<file path="config.mk">
export PLATFORM = sky130hd
export DESIGN_NAME = sat_monitor
export DESIGN_NICKNAME = d
export VERILOG_FILES = /design/src/rtl/sat_monitor_pkg.sv /design/src/rtl/sat_episode_cnt.sv /design/src/rtl/sat_monitor.sv
export SDC_FILE = /design/constraint.sdc
export NUM_CORES = 1
export LEC_CHECK = 0
export CORE_MARGIN = 10
export CORE_UTILIZATION = 35
export CTS_CLUSTER_SIZE = 16
export DETAILED_ROUTE_END_ITERATION = 10
export PLACE_DENSITY_LB_ADDON = 0.12
export RECOVER_POWER = 25
export SETUP_SLACK_MARGIN = 0.02
export SYNTH_ARGS = -nofsm -noshare
export SYNTH_HDL_FRONTEND = slang
export SYNTH_SLANG_ARGS = --single-unit
</file>
<file path="constraint.sdc">
create_clock -name clk -period 4.2 [get_ports clk]
set_clock_uncertainty 0.2 [all_clocks]
set_input_delay 0.84 -clock clk [delete_from_list [all_inputs] [get_ports clk]]
set_output_delay 0.84 -clock clk [all_outputs]
set_load 0.02 [all_outputs]
</file>
<file path="src/rtl/sat_monitor_pkg.sv">
// Shared saturation constants and the power-of-two clamp window helper,
// reused by sat14 users and the register map.
package sat_monitor_pkg;

    localparam int SAT_RES  = 14;
    localparam int SAT_LIMW = 4;
    localparam int SAT_WINW = 32;

    typedef struct packed {
        logic [SAT_WINW-1:0] mask;
        logic [SAT_WINW-1:0] max;
        logic [SAT_WINW-1:0] min;
    } sat_win_t;

    // Callers truncate the fields to their sample width; min equals the mask.
    function automatic sat_win_t clamp_window(input logic [SAT_WINW-1:0] lim);
        sat_win_t w;
        w.mask = {SAT_WINW{1'b1}} << lim;
        w.max  = ~w.mask;
        w.min  = w.mask;
        return w;
    endfunction

endpackage

</file>
<file path="src/rtl/sat_episode_cnt.sv">
// One clamp polarity: registered flag, rising-edge episode counter and sticky flag.
module sat_episode_cnt #(
    parameter int CNTW = 16
) (
    input  logic            clk,
    input  logic            rst,
    input  logic            clr,
    input  logic            hit,
    output logic            sat,
    output logic            stk,
    output logic [CNTW-1:0] cnt
);

    logic rise;

    // sat doubles as the edge-detect history, so clr leaves it untouched.
    assign rise = hit & ~sat;

    always_ff @(posedge clk) begin
        if (rst) begin
            sat <= 1'b0;
            stk <= 1'b0;
            cnt <= '0;
        end else begin
            sat <= hit;
            if (clr) begin
                stk <= 1'b0;
                cnt <= '0;
            end else begin
                stk <= stk | hit;
                if (rise && (cnt != {CNTW{1'b1}}))
                    cnt <= cnt + CNTW'(1);
            end
        end
    end

endmodule

</file>
<file path="src/rtl/sat_monitor.sv">
// Registered power-of-two saturation stage with sticky flags, episode
// counters and a stretched activity indicator.
module sat_monitor
    import sat_monitor_pkg::*;
#(
    parameter int RES   = SAT_RES,
    parameter int LIMW  = SAT_LIMW,
    parameter int CNTW  = 16,
    parameter int HOLDW = 24
) (
    input  logic                   clk,
    input  logic                   rst,
    input  logic signed [RES-1:0]  in,
    input  logic        [LIMW-1:0] lim,
    input  logic        [HOLDW-1:0] hold,
    input  logic                   clr,
    output logic signed [RES-1:0]  out,
    output logic                   sat_pos,
    output logic                   sat_neg,
    output logic                   stk_pos,
    output logic                   stk_neg,
    output logic        [CNTW-1:0] cnt_pos,
    output logic        [CNTW-1:0] cnt_neg,
    output logic                   active
);

    logic [LIMW-1:0]       lim_eff;
    sat_win_t              win;
    logic signed [RES-1:0] max_v;
    logic signed [RES-1:0] min_v;
    logic                  pos_hit;
    logic                  neg_hit;
    logic [HOLDW-1:0]      timer;

    // Out-of-range exponents fall back to the widest legal window.
    assign lim_eff = (32'(lim) >= RES) ? LIMW'(RES - 1) : lim;
    assign win     = clamp_window(SAT_WINW'(lim_eff));
    assign max_v   = win.max[RES-1:0];
    assign min_v   = win.min[RES-1:0];

    assign pos_hit = ~in[RES-1] && ((in >> lim_eff) != '0);
    assign neg_hit =  in[RES-1] && (((~in) >> lim_eff) != '0);

    always_ff @(posedge clk) begin
        if (rst)
            out <= '0;
        else if (pos_hit)
            out <= max_v;
        else if (neg_hit)
            out <= min_v;
        else
            out <= in;
    end

    sat_episode_cnt #(.CNTW(CNTW)) u_pos (
        .clk (clk),
        .rst (rst),
        .clr (clr),
        .hit (pos_hit),
        .sat (sat_pos),
        .stk (stk_pos),
        .cnt (cnt_pos)
    );

    sat_episode_cnt #(.CNTW(CNTW)) u_neg (
        .clk (clk),
        .rst (rst),
        .clr (clr),
        .hit (neg_hit),
        .sat (sat_neg),
        .stk (stk_neg),
        .cnt (cnt_neg)
    );

    // hold is captured only while a clamp is visible on the outputs.
    always_ff @(posedge clk) begin
        if (rst)
            timer <= '0;
        else if (sat_pos | sat_neg)
            timer <= hold;
        else if (timer != '0)
            timer <= timer - HOLDW'(1);
    end

    assign active = sat_pos | sat_neg | (timer != '0);

endmodule

</file>
==> results.sh, run 1 <==
export IMPL_routed_wl_mm=14.34
export IMPL_filler_cell_count=1299
export IMPL_wl_per_cell_um=17.34
export IMPL_num_rows=41
export IMPL_cts_sinks=74
export IMPL_async_reset_ff_frac=0
export IMPL_synth_edf_count=0
export IMPL_synth_area_mm2=0.004494
export IMPL_synth_warnings=0
export IMPL_dp_cells=811
export IMPL_synthTopCellsByCount="nor2_1, dfxtp_1, nand2_1"
export IMPL_setup_worst_path_end_class="flip-flop"
export IMPL_synth_seq_cells=74
export IMPL_finalSetupViolCount=0
export IMPL_period_share=0.9265
export IMPL_maxCapViolCount=1
export IMPL_rrSetupSlack_ns=1.24
export IMPL_tightest_slew_ns=1.658
export IMPL_clock_latency_ns=0.35
export IMPL_die_area_mm2=0.01777
export IMPL_port_buffers=95
export IMPL_finalSetupTns_ns=0
export IMPL_clk_pin_slew_worst_paths_ns=0.06
export IMPL_cts_path_max_buffers=2
export IMPL_rsz0062_at_grt="no"
export IMPL_finalNonFillerCells=827
export IMPL_hold_depth=2
export IMPL_min_from="u_pos.stk$_SDFF_PP0_"
export IMPL_cp_required_ns=4.14
export IMPL_grt_pass1_wl_mm=23.29
export IMPL_rr_startpoint="timer[0]$_SDFFE_PP0P_"
export IMPL_antenna_found_initial=0
export IMPL_area_growth_pct=32.66
export IMPL_ant_nets=0
export IMPL_drv_slew=37
export IMPL_place_gp_congestion=0.9162
export IMPL_synth_avg_cell_area_um2=7.997
export IMPL_met2_usage=0.2489
export IMPL_holdWs_ns=0.2792
export IMPL_io_pins=96
export IMPL_p_per_area_mw_per_mm2=334.4
export IMPL_cts_inserted_buffers=9
export IMPL_whs_endpoint="u_pos.stk$_SDFF_PP0_"
export IMPL_hold_buffers=0
export IMPL_r2r_end="timer[4]$_SDFFE_PP0P_"
export IMPL_final_hold_viol_count=0
export IMPL_layout_drive_gt1_share=0.1023
export IMPL_hold_class="reg -> reg"
export IMPL_die_x_um=133.3
export IMPL_min_period_ns=3.891
export IMPL_cts_setup_buffers=0
export IMPL_grt_usage=0.1593
export IMPL_dr_pass1_iters=5
export IMPL_yosysTopAreaCell="dfxtp_1"
export IMPL_yosysMostFrequentCell="nor2_1"
export IMPL_drc=0
export IMPL_h_tree_depth=3
export IMPL_synth_distinct_cells=68
export IMPL_post_cts_resize_count=0
export IMPL_die_height_um=133.3
export IMPL_core_area_mm2=0.01262
export IMPL_criticalPathCategory="in -> reg"
export IMPL_synth_seq_area_share=0.3296
export IMPL_synthFlopType="dfxtp_1"
export IMPL_start_kind="input pin"
export IMPL_root_buffer="clkbuf_16"
export IMPL_grt_pass1_vias=4413
export IMPL_yosys_area_top_type_share=0.3296
export IMPL_grt_max_degree=48
export IMPL_cp_arrival_ns=3.83
export IMPL_grt_busiest_layer="met2"
export IMPL_syn_inst=562
export IMPL_dp_hpwl_mm=10.31
export IMPL_syn_nets=610
export IMPL_vias_per_cell=5.479
export IMPL_leakage_nw=2.251
export IMPL_slew_limit_headroom=-0.1052
export IMPL_finalNetCount=698
export IMPL_use_met3=0.05489
export IMPL_peakVddDrop_uv=245.9
export IMPL_violations="max-capacitance violations, max-slew violations"
export IMPL_reg2reg_depth=10
export IMPL_gr_total_overflow=0
export IMPL_num_vias=4531
export IMPL_start_util=0.3561
export IMPL_diodes=0
export IMPL_netlist_top_cells_area="dfxtp_1, nor2_1, a21oi_1, a211oi_1, xnor2_1"
export IMPL_cts_tree="done"
export IMPL_status="finished, violations left"
export IMPL_path_max_fanout=20
export IMPL_clock_fmax_mhz=257.0
export IMPL_drt_iter0_drc=314
export IMPL_met1_usage=0.1977
how the worst max path moves through the flow:
| stage | from | end | cells after the start |
|---|---|---|---|
| 6_report | lim[0] | out[10]$_SDFF_PP0_ | 12 |
| 5_1_grt | timer[0]$_SDFFE_PP0P_ | active | 9 |
| 4_1_cts | timer[0]$_SDFFE_PP0P_ | active | 9 |
| 3_5_place_dp | lim[0] | out[1]$_SDFF_PP0_ | 12 |
| 3_3_place_gp | lim[0] | out[11]$_SDFF_PP0_ | 12 |
| 2_1_floorplan | lim[0] | out[3]$_SDFF_PP0_ | 10 |
flip-flops by register name, indices dropped and copies added (netlist names):
| name | cells |
|---|---|
| timer | 24 |
| u_neg.cnt | 16 |
| u_pos.cnt | 16 |
| out | 14 |
| u_neg.sat | 1 |
| u_neg.stk | 1 |
| u_pos.sat | 1 |
| u_pos.stk | 1 |
per-layer routing:
layer	vias up	share of wire
met4	0	0.017
met3	22	0.071
li1	2227	-
met2	140	0.46
met5	-	0
met1	2142	0.45
power breakdown:
part           switching [mW]  internal [mW]  total, mW
Combinational           0.248          0.199      0.448
Sequential             0.0410          0.752      0.793
Clock                   0.307          0.446      0.753
cell type report:
class | count | area, µm² | share of cell area
multi-input cells | 439 | 2805 | 0.4705
inverters | 13 | 48.80 | 0.008185
clock buffers | 12 | 266.5 | 0.04470
repair buffers | 113 | 1120 | 0.1878
flip-flops and latches | 74 | 1481 | 0.2485
clock inverters | 4 | 25.02 | 0.004197
well taps | 172 | 215.2 | 0.03610
metrics by stage:
| step | power (mW) | setup WS, ns | instance area [µm²] | util |
|---|---|---|---|---|
| after global routing | 2.100 | 0.02624 | 5962 | 0.4724 |
| after global placement | 1.258 | 0.1042 | 5674 | 0.4496 |
| after detailed placement | 1.261 | 0.05335 | 5674 | 0.4496 |
| after floorplan | 1.089 | 0.8569 | 4494 | - |
| final | 1.994 | 0.3086 | 5962 | 0.4724 |
| after CTS | 2.030 | 0.3130 | 5966 | 0.4727 |
worst max-delay path: stages:
cell and delay [ns]:
clkdlybuf4s50_1 0.45, buf_12 0.17, buf_4 0.18, nor2b_1 0.15, a32o_1 0.25, or3_1 0.35
a221o_1 0.32, o41ai_4 0.32, buf_4 0.23, nand2_2 0.23, mux2i_1 0.24, a21oi_1 0.10
cells in the final DEF, fill, tap and decap left out, types with 15 or more instances in the layout:
cell	count
xor2_1	17
dfxtp_1	74
a21oi_1	35
o21ai_0	16
a211oi_1	21
clkdlybuf4s50_1	65
dlygate4sd3_1	30
nor2_1	84
xnor2_1	18
nand2_1	39
nor3_1	15
cells by family after synthesis:
kind of cell | count (synthesis) | share of synthesized area
simple gates | 242 | 0.2726
compound gates | 135 | 0.2183
flops | 74 | 0.3296
buf+inv | 49 | 0.04677
xor+xnor | 35 | 0.06821
mux | 24 | 0.05624
fa+ha+maj | 3 | 0.008353
No activity file was read; power rests on OpenSTA's default activity.
==> inputs of run 2 (changes only) <==
- clock period: 4.2 -> 4.8 ns (I/O delays scaled with it)
==> results.sh, run 2 (synthesized netlist as in run 1, its figures left out) <==
export IMPL_finalPower_mw=1.807
export IMPL_hold_depth=2
export IMPL_post_cts_resize_count=0
export IMPL_num_vias=4470
export IMPL_vias_per_cell=5.412
export IMPL_rsz0062_at_grt="no"
export IMPL_root_buffer="clkbuf_16"
export IMPL_cp_arrival_ns=4.14
export IMPL_grt_max_degree=48
export IMPL_num_rows=41
export IMPL_drv_slew=40
export IMPL_min_period_ns=4.136
export IMPL_final_core_util=0.4725
export IMPL_r2r_end="u_pos.cnt[6]$_SDFFE_PP0P_"
export IMPL_status="finished, violations left"
export IMPL_peakVddDrop_uv=205.2
export IMPL_port_buffers=95
export IMPL_leakage_nw=2.247
export IMPL_cts_path_max_buffers=2
export IMPL_core_area_mm2=0.01262
export IMPL_start_kind="input pin"
export IMPL_drc=0
export IMPL_crit_buf_inv=3
export IMPL_grt_pass1_vias=4586
export IMPL_h_tree_depth=3
export IMPL_cp_common_cell="mux2i_1"
export IMPL_place_gp_congestion=0.8875
export IMPL_holdWs_ns=0.2709
export IMPL_grt_pass1_wl_mm=24.36
export IMPL_min_from="u_pos.stk$_SDFF_PP0_"
export IMPL_period_share=0.8616
export IMPL_largest_reg_flops=24
export IMPL_maxCapViolCount=1
export IMPL_dr_pass1_iters=5
export IMPL_tightest_slew_ns=1.739
export IMPL_die_area_mm2=0.01777
export IMPL_finalNetCount=697
export IMPL_antenna_found_initial=0
export IMPL_cts_sinks=74
export IMPL_finalSetupViolCount=0
export IMPL_drt_iter0_drc=271
export IMPL_cts_inserted_buffers=9
export IMPL_rr_startpoint="u_pos.cnt[5]$_SDFFE_PP0P_"
export IMPL_hold_class="reg -> reg"
export IMPL_die_x_um=133.3
export IMPL_reg2reg_depth=8
export IMPL_slew_limit_headroom=-0.1593
export IMPL_p_per_area_mw_per_mm2=303.0
export IMPL_criticalPathCategory="in -> reg"
export IMPL_whs_endpoint="u_pos.stk$_SDFF_PP0_"
export IMPL_violations="max-capacitance violations, max-slew violations"
export IMPL_cp_slowest_cell="clkdlybuf4s50_1"
export IMPL_layout_drive_gt1_share=0.09633
export IMPL_start_util=0.3561
export IMPL_die_height_um=133.3
export IMPL_place_ws_ns=0.3250
export IMPL_clock_latency_ns=0.34
export IMPL_final_common_cell="nor2_1"
export IMPL_io_pins=96
export IMPL_ant_nets=0
export IMPL_filler_cell_count=1290
export IMPL_cp_required_ns=4.81
export IMPL_hold_buffers=0
export IMPL_cts_setup_buffers=0
export IMPL_routed_wl_mm=14.66
export IMPL_top_register="timer"
export IMPL_wl_per_cell_um=17.75
export IMPL_critical_path_max_stage_delay_ns=0.70
export IMPL_final_hold_viol_count=0
export IMPL_diodes=0
export IMPL_layout_common_cells="nor2_1, dfxtp_1, clkdlybuf4s50_1"
export IMPL_gr_total_overflow=0
export IMPL_clock_fmax_mhz=241.8
export IMPL_cp_cell_sequence="clkdlybuf4s50_1, buf_4, mux2_2, mux2i_1, mux2i_1, o311ai_0, nand4b_1, buf_12, o211ai_1, mux2i_1, nor2_1"
export IMPL_worst_slack_ns=0.6642
export IMPL_path_max_fanout=17
export IMPL_clk_pin_slew_worst_paths_ns=0.06
export IMPL_area_growth_pct=32.68
export IMPL_rrSetupSlack_ns=1.73
export IMPL_cts_tree="done"
export IMPL_top_regs="timer: 24 flops, u_neg.cnt: 16 flops, u_pos.cnt: 16 flops"
export IMPL_grt_usage=0.1661
export IMPL_setup_worst_path_end_class="flip-flop"
export IMPL_finalSetupTns_ns=0
export IMPL_dp_hpwl_mm=10.80
export IMPL_crit_family="buffers and inverters"
run 2: metal layers:
metal  vias up  global-route usage  share of wire  routed length [µm]
li1       2223                   -              -                   -
met1      2079              0.2009           0.45                6610
met2       145              0.2679           0.46                6778
met3        23             0.05526          0.064                 940
met4         0             0.06046          0.022                 329
met5         -                   0              0                   0
run 2: layout make-up:
cell class / count / area, µm² / area share
clock buffer: 12 / 236.5 / 0.03966
clock inverter: 4 / 76.32 / 0.01280
inverter: 13 / 48.80 / 0.008183
multi-input combinational: 439 / 2805 / 0.4704
sequential: 74 / 1481 / 0.2484
tap: 172 / 215.2 / 0.03609
timing repair buffer: 112 / 1100 / 0.1844
run 2: worst max-delay path by stage:
stage                     startpoint                        end  slack, ns  cells past startpoint
after detailed placement      lim[0]  u_pos.cnt[1]$_SDFFE_PP0P_       0.33                     11
after floorplan               lim[0]          out[3]$_SDFF_PP0_       1.34                     10
after global placement        lim[0]  u_pos.cnt[1]$_SDFFE_PP0P_       0.30                     11
final                         lim[0]  u_pos.cnt[1]$_SDFFE_PP0P_       0.66                     11
after CTS                     lim[0]  u_pos.cnt[1]$_SDFFE_PP0P_       0.69                     11
after global routing          lim[0]  u_pos.cnt[1]$_SDFFE_PP0P_       0.33                     11
run 2: worst min-delay path: cells and delay by family (launching register included):
family	cells	cell delay, ns
DFF	1	0.32
and+or+nand+nor	2	0.11
run 2: where the power goes:
group	internal [mW]	switching, mW
Combinational	0.175	0.220
Sequential	0.658	0.0367
Clock	0.456	0.261
Total	1.29	0.517
run 2: metrics by stage:
| stage | instances | area [µm²] |
|---|---|---|
| after floorplan | 562 | 4494 |
| after global placement | 810 | 5654 |
| after detailed placement | 810 | 5654 |
| after CTS | 826 | 5967 |
| after global routing | 826 | 5963 |
| final | 826 | 5963 |
==> inputs of run 3 (changes only) <==
- SETUP_SLACK_MARGIN: 0.02 -> 0.1
==> results of run 3 <==
Final layout, timing and power as in run 2 (identical DEF).
